### src/rtl/kart_race_core.sv
// kart_race_core: race state machine, local kart motion and remote opponent tracking.
// All motion and race timing advance on a frame tick taken from the raster position.
// Optional build macro KART_COLLISION_EN: a kart touching a live opponent stops dead
// for that tick instead of moving.
//
// state     | meaning
// ----------+-------------------------------------------------------------
// S_IDLE    | waiting for accelerate on a tick or a remote start request
// S_COUNT   | countdown of COUNT_FRAMES ticks, kart frozen
// S_RACE    | kart steers, accelerates and moves on every tick
// S_WON     | local kart completed LAPS laps first
// S_LOST    | a remote opponent reported a win
module kart_race_core #(
  parameter int NUM_OPP      = 2,
  parameter int POS_W        = 11,
  parameter int TICK_H       = 1279,
  parameter int TICK_V       = 719,
  parameter int COUNT_FRAMES = 180,
  parameter int MAX_SPEED    = 4,
  parameter int LAPS         = 3,
  parameter int STALE_FRAMES = 30
) (
  input  logic                     clk,
  input  logic                     rst,
  input  logic                     btnu,
  input  logic [15:0]              sw,
  input  logic [10:0]              hcount,
  input  logic [9:0]               vcount,
  input  logic [NUM_OPP-1:0]       r_opp_valid,
  input  logic [NUM_OPP*POS_W-1:0] r_opp_x,
  input  logic [NUM_OPP*POS_W-1:0] r_opp_y,
  input  logic [NUM_OPP*9-1:0]     r_opp_dir,
  input  logic [NUM_OPP*3-1:0]     r_opp_game,
  input  logic [NUM_OPP-1:0]       r_opp_rst,
  output logic [POS_W-1:0]         player_x,
  output logic [POS_W-1:0]         player_y,
  output logic [8:0]               player_direction,
  output logic [2:0]               player_speed,
  output logic [NUM_OPP*POS_W-1:0] opponent_x,
  output logic [NUM_OPP*POS_W-1:0] opponent_y,
  output logic [NUM_OPP-1:0]       opp_stale,
  output logic [1:0]               lap_count,
  output logic [2:0]               game_stat
);

  typedef enum logic [2:0] {
    S_IDLE  = 3'd0,
    S_COUNT = 3'd1,
    S_RACE  = 3'd2,
    S_WON   = 3'd3,
    S_LOST  = 3'd4
  } state_t;

  localparam int CD_W = $clog2(COUNT_FRAMES + 1);
  localparam int ST_W = $clog2(STALE_FRAMES + 1);

  localparam logic [10:0]      TICK_H_L  = 11'(TICK_H);
  localparam logic [9:0]       TICK_V_L  = 10'(TICK_V);
  localparam logic [POS_W-1:0] START_X   = POS_W'(400);
  localparam logic [POS_W-1:0] START_Y   = POS_W'(400);
  localparam logic [8:0]       START_DIR = 9'd90;
  localparam logic [2:0]       MAX_SPD   = 3'(MAX_SPEED);
  localparam logic [2:0]       LAPS_L    = 3'(LAPS);
  localparam logic [POS_W-1:0] LAP_Y     = POS_W'(360);
  localparam logic [POS_W-1:0] LAP_X_LO  = POS_W'(300);
  localparam logic [POS_W-1:0] LAP_X_HI  = POS_W'(500);
  localparam logic signed [POS_W+1:0] POS_MAX = {2'b00, {POS_W{1'b1}}};

  state_t                  state;
  logic [CD_W-1:0]         cd_cnt;
  logic [ST_W-1:0]         stale_cnt [NUM_OPP];

  logic                    tick;
  logic                    any_go;
  logic                    any_lost;
  logic [8:0]              dir_next;
  logic [2:0]              spd_next;
  logic [9:0]              dir_adj;
  logic [2:0]              sector;
  logic signed [POS_W+1:0] spd_s;
  logic signed [POS_W+1:0] dx;
  logic signed [POS_W+1:0] dy;
  logic signed [POS_W+1:0] nx;
  logic signed [POS_W+1:0] ny;
  logic [POS_W-1:0]        x_moved;
  logic [POS_W-1:0]        y_moved;
  logic [POS_W-1:0]        race_x;
  logic [POS_W-1:0]        race_y;
  logic [2:0]              race_spd;
  logic                    lap_hit;
  logic                    win;
  logic                    unused_in;

  // direction of remote karts and the upper switches are not used by this core
  assign unused_in = ^{sw[15:2], r_opp_dir};

  assign tick      = (hcount == TICK_H_L) && (vcount == TICK_V_L);
  assign game_stat = state;

  // any remote channel asking for a start or reporting its own win
  always_comb begin
    any_go   = 1'b0;
    any_lost = 1'b0;
    for (int i = 0; i < NUM_OPP; i++) begin
      if (r_opp_game[i*3 +: 3] == 3'd1) any_go = 1'b1;
      if (r_opp_game[i*3 +: 3] == 3'd3) any_lost = 1'b1;
    end
  end

  // heading and speed candidates for the next race tick
  always_comb begin
    dir_next = player_direction;
    case (sw[1:0])
      2'b01:   dir_next = (player_direction >= 9'd355) ? player_direction - 9'd355
                                                       : player_direction + 9'd5;
      2'b10:   dir_next = (player_direction < 9'd5) ? player_direction + 9'd355
                                                    : player_direction - 9'd5;
      default: dir_next = player_direction;
    endcase
    if (btnu) spd_next = (player_speed >= MAX_SPD) ? MAX_SPD : player_speed + 3'd1;
    else      spd_next = (player_speed == 3'd0) ? 3'd0 : player_speed - 3'd1;
  end

  // displacement from the current heading sector and current speed, clamped to the field
  always_comb begin
    dir_adj = {1'b0, player_direction} + 10'd22;
    sector  = 3'(dir_adj / 10'd45);
    spd_s   = $signed({{(POS_W-1){1'b0}}, player_speed});
    dx      = '0;
    dy      = '0;
    case (sector)
      3'd0: dx = spd_s;
      3'd1: begin dx = spd_s;  dy = -spd_s; end
      3'd2: dy = -spd_s;
      3'd3: begin dx = -spd_s; dy = -spd_s; end
      3'd4: dx = -spd_s;
      3'd5: begin dx = -spd_s; dy = spd_s;  end
      3'd6: dy = spd_s;
      default: begin dx = spd_s; dy = spd_s; end
    endcase
    nx = $signed({2'b00, player_x}) + dx;
    ny = $signed({2'b00, player_y}) + dy;
    if (nx[POS_W+1])      x_moved = '0;
    else if (nx > POS_MAX) x_moved = '1;
    else                  x_moved = nx[POS_W-1:0];
    if (ny[POS_W+1])      y_moved = '0;
    else if (ny > POS_MAX) y_moved = '1;
    else                  y_moved = ny[POS_W-1:0];
  end

`ifdef KART_COLLISION_EN
  logic                 collide;
  logic [POS_W-1:0]     c_ox;
  logic [POS_W-1:0]     c_oy;
  logic [POS_W-1:0]     c_dx;
  logic [POS_W-1:0]     c_dy;
  logic [POS_W:0]       c_dist;

  // contact test against every opponent that is still reporting
  always_comb begin
    collide = 1'b0;
    c_ox    = '0;
    c_oy    = '0;
    c_dx    = '0;
    c_dy    = '0;
    c_dist  = '0;
    for (int i = 0; i < NUM_OPP; i++) begin
      c_ox   = opponent_x[i*POS_W +: POS_W];
      c_oy   = opponent_y[i*POS_W +: POS_W];
      c_dx   = (player_x >= c_ox) ? player_x - c_ox : c_ox - player_x;
      c_dy   = (player_y >= c_oy) ? player_y - c_oy : c_oy - player_y;
      c_dist = {1'b0, c_dx} + {1'b0, c_dy};
      if (!opp_stale[i] && (c_dist < (POS_W+1)'(16))) collide = 1'b1;
    end
  end
`endif

  // final race-tick pose and the lap / win decision that follows from it
  always_comb begin
    race_x   = x_moved;
    race_y   = y_moved;
    race_spd = spd_next;
`ifdef KART_COLLISION_EN
    if (collide) begin
      race_x   = player_x;
      race_y   = player_y;
      race_spd = 3'd0;
    end
`endif
    lap_hit = (player_y >= LAP_Y) && (race_y < LAP_Y) &&
              (player_x >= LAP_X_LO) && (player_x <= LAP_X_HI);
    win     = lap_hit && (({1'b0, lap_count} + 3'd1) == LAPS_L);
  end

  // race state machine and local kart registers
  always_ff @(posedge clk or posedge rst) begin
    if (rst) begin
      state            <= S_IDLE;
      cd_cnt           <= '0;
      player_x         <= START_X;
      player_y         <= START_Y;
      player_direction <= START_DIR;
      player_speed     <= 3'd0;
      lap_count        <= 2'd0;
    end else if (|r_opp_rst) begin
      state            <= S_IDLE;
      cd_cnt           <= '0;
      player_x         <= START_X;
      player_y         <= START_Y;
      player_direction <= START_DIR;
      player_speed     <= 3'd0;
      lap_count        <= 2'd0;
    end else begin
      case (state)
        S_IDLE: begin
          if (any_go || (tick && btnu)) begin
            state  <= S_COUNT;
            cd_cnt <= CD_W'(COUNT_FRAMES);
          end
        end
        S_COUNT: begin
          if (tick) begin
            cd_cnt <= cd_cnt - 1'b1;
            if (cd_cnt == CD_W'(1)) state <= S_RACE;
          end
        end
        S_RACE: begin
          if (tick) begin
            player_x         <= race_x;
            player_y         <= race_y;
            player_direction <= dir_next;
            player_speed     <= race_spd;
            if (lap_hit) lap_count <= lap_count + 2'd1;
          end
          if (tick && win)   state <= S_WON;
          else if (any_lost) state <= S_LOST;
        end
        default: state <= state;
      endcase
    end
  end

  // opponent position latches and per-channel staleness down-counters
  always_ff @(posedge clk or posedge rst) begin
    if (rst) begin
      opponent_x <= '0;
      opponent_y <= '0;
      opp_stale  <= '1;
      for (int i = 0; i < NUM_OPP; i++) stale_cnt[i] <= '0;
    end else begin
      for (int i = 0; i < NUM_OPP; i++) begin
        if (r_opp_valid[i]) begin
          opponent_x[i*POS_W +: POS_W] <= r_opp_x[i*POS_W +: POS_W];
          opponent_y[i*POS_W +: POS_W] <= r_opp_y[i*POS_W +: POS_W];
          stale_cnt[i]                 <= ST_W'(STALE_FRAMES);
          opp_stale[i]                 <= 1'b0;
        end else if (tick && (stale_cnt[i] != '0)) begin
          stale_cnt[i] <= stale_cnt[i] - 1'b1;
          if (stale_cnt[i] == ST_W'(1)) opp_stale[i] <= 1'b1;
        end
      end
    end
  end

endmodule
### config.mk
export PLATFORM = sky130hd
export DESIGN_NAME = kart_race_core
export DESIGN_NICKNAME = d
export VERILOG_FILES = /design/src/rtl/kart_race_core.sv
export SDC_FILE = /design/constraint.sdc
export NUM_CORES = 1
export LEC_CHECK = 0
export BUFFER_PORTS_ARGS = -buffer_cell sky130_fd_sc_hd__buf_4
export CORE_MARGIN = 2
export CORE_UTILIZATION = 40
export CTS_BUF_LIST = sky130_fd_sc_hd__clkbuf_4 sky130_fd_sc_hd__clkbuf_8
export DETAILED_ROUTE_END_ITERATION = 12
export MAX_ROUTING_LAYER = met4
export PLACE_DENSITY_LB_ADDON = 0.3
export SYNTH_ARGS = -nofsm -noshare
export SYNTH_HDL_FRONTEND = slang
export SYNTH_SLANG_ARGS = --single-unit
### constraint.sdc
create_clock -name clk -period 7.8 [get_ports clk]
set_clock_uncertainty 0.2 [all_clocks]
set_input_delay 0.39 -clock clk [delete_from_list [all_inputs] [get_ports clk]]
set_output_delay 0.39 -clock clk [all_outputs]
set_load 0.05 [all_outputs]
==> results.txt <==
----------------------------------------------------
[Worst setup path]
  Biggest cell delay along the critical path ... 0.65 ns
  Slowest-stage cell, CP ... sky130_fd_sc_hd__dfstp_4
  Critical Path Sink Type ... register
  Startpoint type of the worst setup path ... register
  Type of the worst setup path ... register to register
  Arrival time of the worst setup path ... 7.81 ns
  Worst reg2reg path depth ... 35
  Data required time of the worst path ... between 7 and 8 ns
  Maximum fanout along the worst path ... 7
  Crit path top cell by count ... sky130_fd_sc_hd__a21oi_2

[CTS]
  Clock sinks ... 103
  Number of clock buffers inserted by TritonCTS ... 9
  Clock tree from TritonCTS ... yes
  Clock slew at reported path FFs ... 0.11 ns
  CTS root buffer ... sky130_fd_sc_hd__clkbuf_8
  Clock latency reported for the late side of the worst-skew pair ... between 0.3 and 0.4 ns
  Worst-case clock buffer depth ... 2
  Number of H-tree branching levels ... 3

[Global route]
  First-pass GRT wire length ... 35.1 mm
  Overall fraction of global-route tracks in use ... 0.218
  Number of antenna violations at the first check in global routing ... 0
  Vias in the first global route ... 7100
  Overflow after GRT ... 0
  Maximum number of pins on one net before global-route repair ... 75

[Yosys]
  Yosys warnings ... 0
  Number of enable-type register cells in the synthesized netlist ... 0
  Synthesis-stage register bit count ... between 100 and 150
  Netlist area before placement ... 7870 um2
  Fraction of registers with async set or reset after synthesis ... 1.00
  Sequential area share after synthesis ... 0.330
  Synthesized instance count ... just under 900
  Synthesized net count ... roughly 1000
  Mean instance size in the synthesized netlist ... roughly 8.9 um2
  Number of distinct library cells after synthesis ... 94
  Prevailing post-synth register cell ... sky130_fd_sc_hd__dfrtp_1

[Finish]
  Post-route cell area ... 10600 um2
  Number of nets at the end of the flow ... between 1000 and 1500
  Highest-count cells in the layout ignoring fill and taps ... sky130_fd_sc_hd__buf_4, sky130_fd_sc_hd__dfrtp_1, sky130_fd_sc_hd__nand2_1, sky130_fd_sc_hd__nor2_1
  Most common cell after layout, fill and taps aside ... sky130_fd_sc_hd__buf_4
  Proportion of layout cells with a drive suffix above 1 ... 0.367
  Number of inserted filler cells in the final layout ... 1776
  Area added between synthesis and finish ... 35.2%
  Final antenna diode count ... 0

[Timing]
  Final Worst Setup Slack ... 0.0715 ns
  Final Hold Violating Endpoints ... 0
  Measured slew at the worst slew-check pin ... 1.06 ns
  Max-slew headroom at the worst pin ... 0.289
  Clock period minus worst slack ... 7.73 ns
  Period utilization ... 0.991
  Maximum clock frequency ... ~130 MHz
  Pins over their slew limit ... 0
  Final setup fails ... 0
  Setup repair after global routing missed its margin ... true

[Placed design]
  Post-Place Cell Area ... slightly below 10000 um2
  Port Buf Inserts ... 164
  Placement Setup Slack ... 0.0420 ns
  HPWL reported at the end of detailed placement ... 16.7 mm
  Weighted congestion reported at the end of routability-driven placement ... between 0.9 and 1

[Route]
  Routed vias ... approximately 7500
  Average wire per standard cell ... 16.3 um
  Remaining antenna violation count after routing ... 0
  Post-detailed-routing wire length ... 22.5 mm
  Residual DRC ... 0
  Count of TritonRoute iterations in the first routing pass ... 4
  Via density per instance ... 5.43
  DR iter-0 viols ... 354

[Power]
  Leakage power ... 0.00479 uW
  Cell Pwr Density ... between 100 and 150 nW/um2
  Maximum vdd ir drop ... 119 uV

[Floorplanning]
  Die area ... 20800 um2
  Core area ... 19400 um2
  Initial core utilization ... 0.406
  Height of the die ... around 140 um
  Die outline width ... 144 um
  Row cnt ... 51
  Number of placed I/O pins ... 197

[Worst hold path]
  Path type of the worst min-delay path ... input pin to register
  Count of cells along the worst hold path ... 2

[Run status]
  Result of the run ... finished, final reports clean

[Job]
  MaxCap Viol Count ... 0

----------------------------------------------------
## stage by stage
step / total power, uW / hold slack (ns) / cells / setup TNS, ns / util
finish: 1190 / 0.0193 / 1386 / 0 / 0.548
CTS: 1210 / 0.000126 / 1363 / 0 / 0.524
detailed placement: 833 / 0.216 / 1338 / 0 / 0.508
global route: 1240 / 0.000711 / 1386 / -0.988 / 0.548
floorplan: 740 / 0.282 / 884 / 0 / -
global placement: 830 / 0.209 / 1338 / 0 / 0.508
## cells in the mapped netlist (8+ instances only)
master	count	area, um2
sky130_fd_sc_hd__dfrtp_1	91	2280
sky130_fd_sc_hd__nand2_1	86	323
sky130_fd_sc_hd__nor2_1	82	308
sky130_fd_sc_hd__a21oi_1	51	255
sky130_fd_sc_hd__ha_1	47	588
sky130_fd_sc_hd__mux2_2	45	507
sky130_fd_sc_hd__inv_1	44	165
sky130_fd_sc_hd__o21ai_0	38	190
sky130_fd_sc_hd__nor3_1	34	170
sky130_fd_sc_hd__xnor2_1	31	272
sky130_fd_sc_hd__o21ai_1	25	125
sky130_fd_sc_hd__clkbuf_1	24	90.1
sky130_fd_sc_hd__nand3_1	16	80.1
sky130_fd_sc_hd__a31oi_1	15	93.8
sky130_fd_sc_hd__xor2_1	15	131
sky130_fd_sc_hd__dfstp_2	12	315
sky130_fd_sc_hd__a21o_1	11	82.6
sky130_fd_sc_hd__nand2b_1	11	68.8
sky130_fd_sc_hd__nand4_1	10	62.6
sky130_fd_sc_hd__o21bai_1	10	75.1
sky130_fd_sc_hd__mux2i_1	9	90.1
sky130_fd_sc_hd__nor2b_1	8	50.1
sky130_fd_sc_hd__nor4_1	8	50.1
sky130_fd_sc_hd__or3_1	8	50.1
## repair_timing
item / 4_1_cts / 5_1_grt
setup buffers: 0 / 21
cloned: 0 / 1
endpoints found under the hold margin: 34 / 1
endpoints found under the setup margin: 1 / 17
pin swaps: 0 / 28
hold buffers: 9 / 1
resized for setup: 1 / 51
## routing by layer
layer	global-route usage	wire length, um	up-vias
met3	0.0387	1350	30
met5	-	0	-
met4	0.0537	338	0
met1	0.276	9750	3597
met2	0.366	11100	229
li1	-	-	3664
## worst paths after layout
check	start	to	slack (ns)
setup / recovery	player_direction[1]	game_stat[2]	0.07
hold / removal	r_opp_x[20]	opponent_x[20]	0.02
setup reg to reg	player_direction[1]	game_stat[2]	0.07
hold reg to reg	opponent_x[19]	opponent_x[19]	0.32
max in group asynchronous	rst	player_direction[2]	5.75
min in group asynchronous	rst	opponent_x[8]	0.33
## worst max-delay path: cells and delay by family, from the launching register on
kind | cells | cell delay (ns)
AO/OA/AOI/OAI | 15 | 3.02
buffers and inverters | 4 | 0.56
AND/OR/NAND/NOR | 11 | 2.15
adder cells (fa/ha/maj) | 3 | 0.74
multiplexers | 1 | 0.10
flip-flops | 1 | 0.65
XOR/XNOR | 1 | 0.20
## logic make-up (layout without fill, tap and decap cells)
kind of cell             after synthesis  count (layout)  synth area share
adder cells (fa/ha/maj)               49              49            0.0798
XOR/XNOR                              47              47            0.0533
AO/OA/AOI/OAI                        247             248             0.225
multiplexers                          54              54            0.0759
AND/OR/NAND/NOR                      304             304             0.193
buffers and inverters                 80             316            0.0431
flip-flops                           103             103             0.330
## flip-flops by register name, summed over array words and instances (netlist names), 8 cells and up
name	cells
opponent_x	22
opponent_y	22
player_x	11
player_y	11
stale_cnt	10
player_direction	9
cd_cnt	8
## final cells by class
class	count	area (um2)	share of cell area
clock inverter	7	90.1	0.00847
sequential	103	2600	0.244
multi-input combinational	702	5340	0.502
tap	265	332	0.0312
inverter	45	175	0.0165
clock buffer	9	124	0.0116
timing repair buffer	255	1980	0.186
## power breakdown
group	leakage [uW]	internal [uW]	switching, uW
sequential	0.00125	561	18.5
combinational	0.00343	94.7	151
clock	0.000106	156	212
Note: power is estimated with default switching activity, not from simulation.
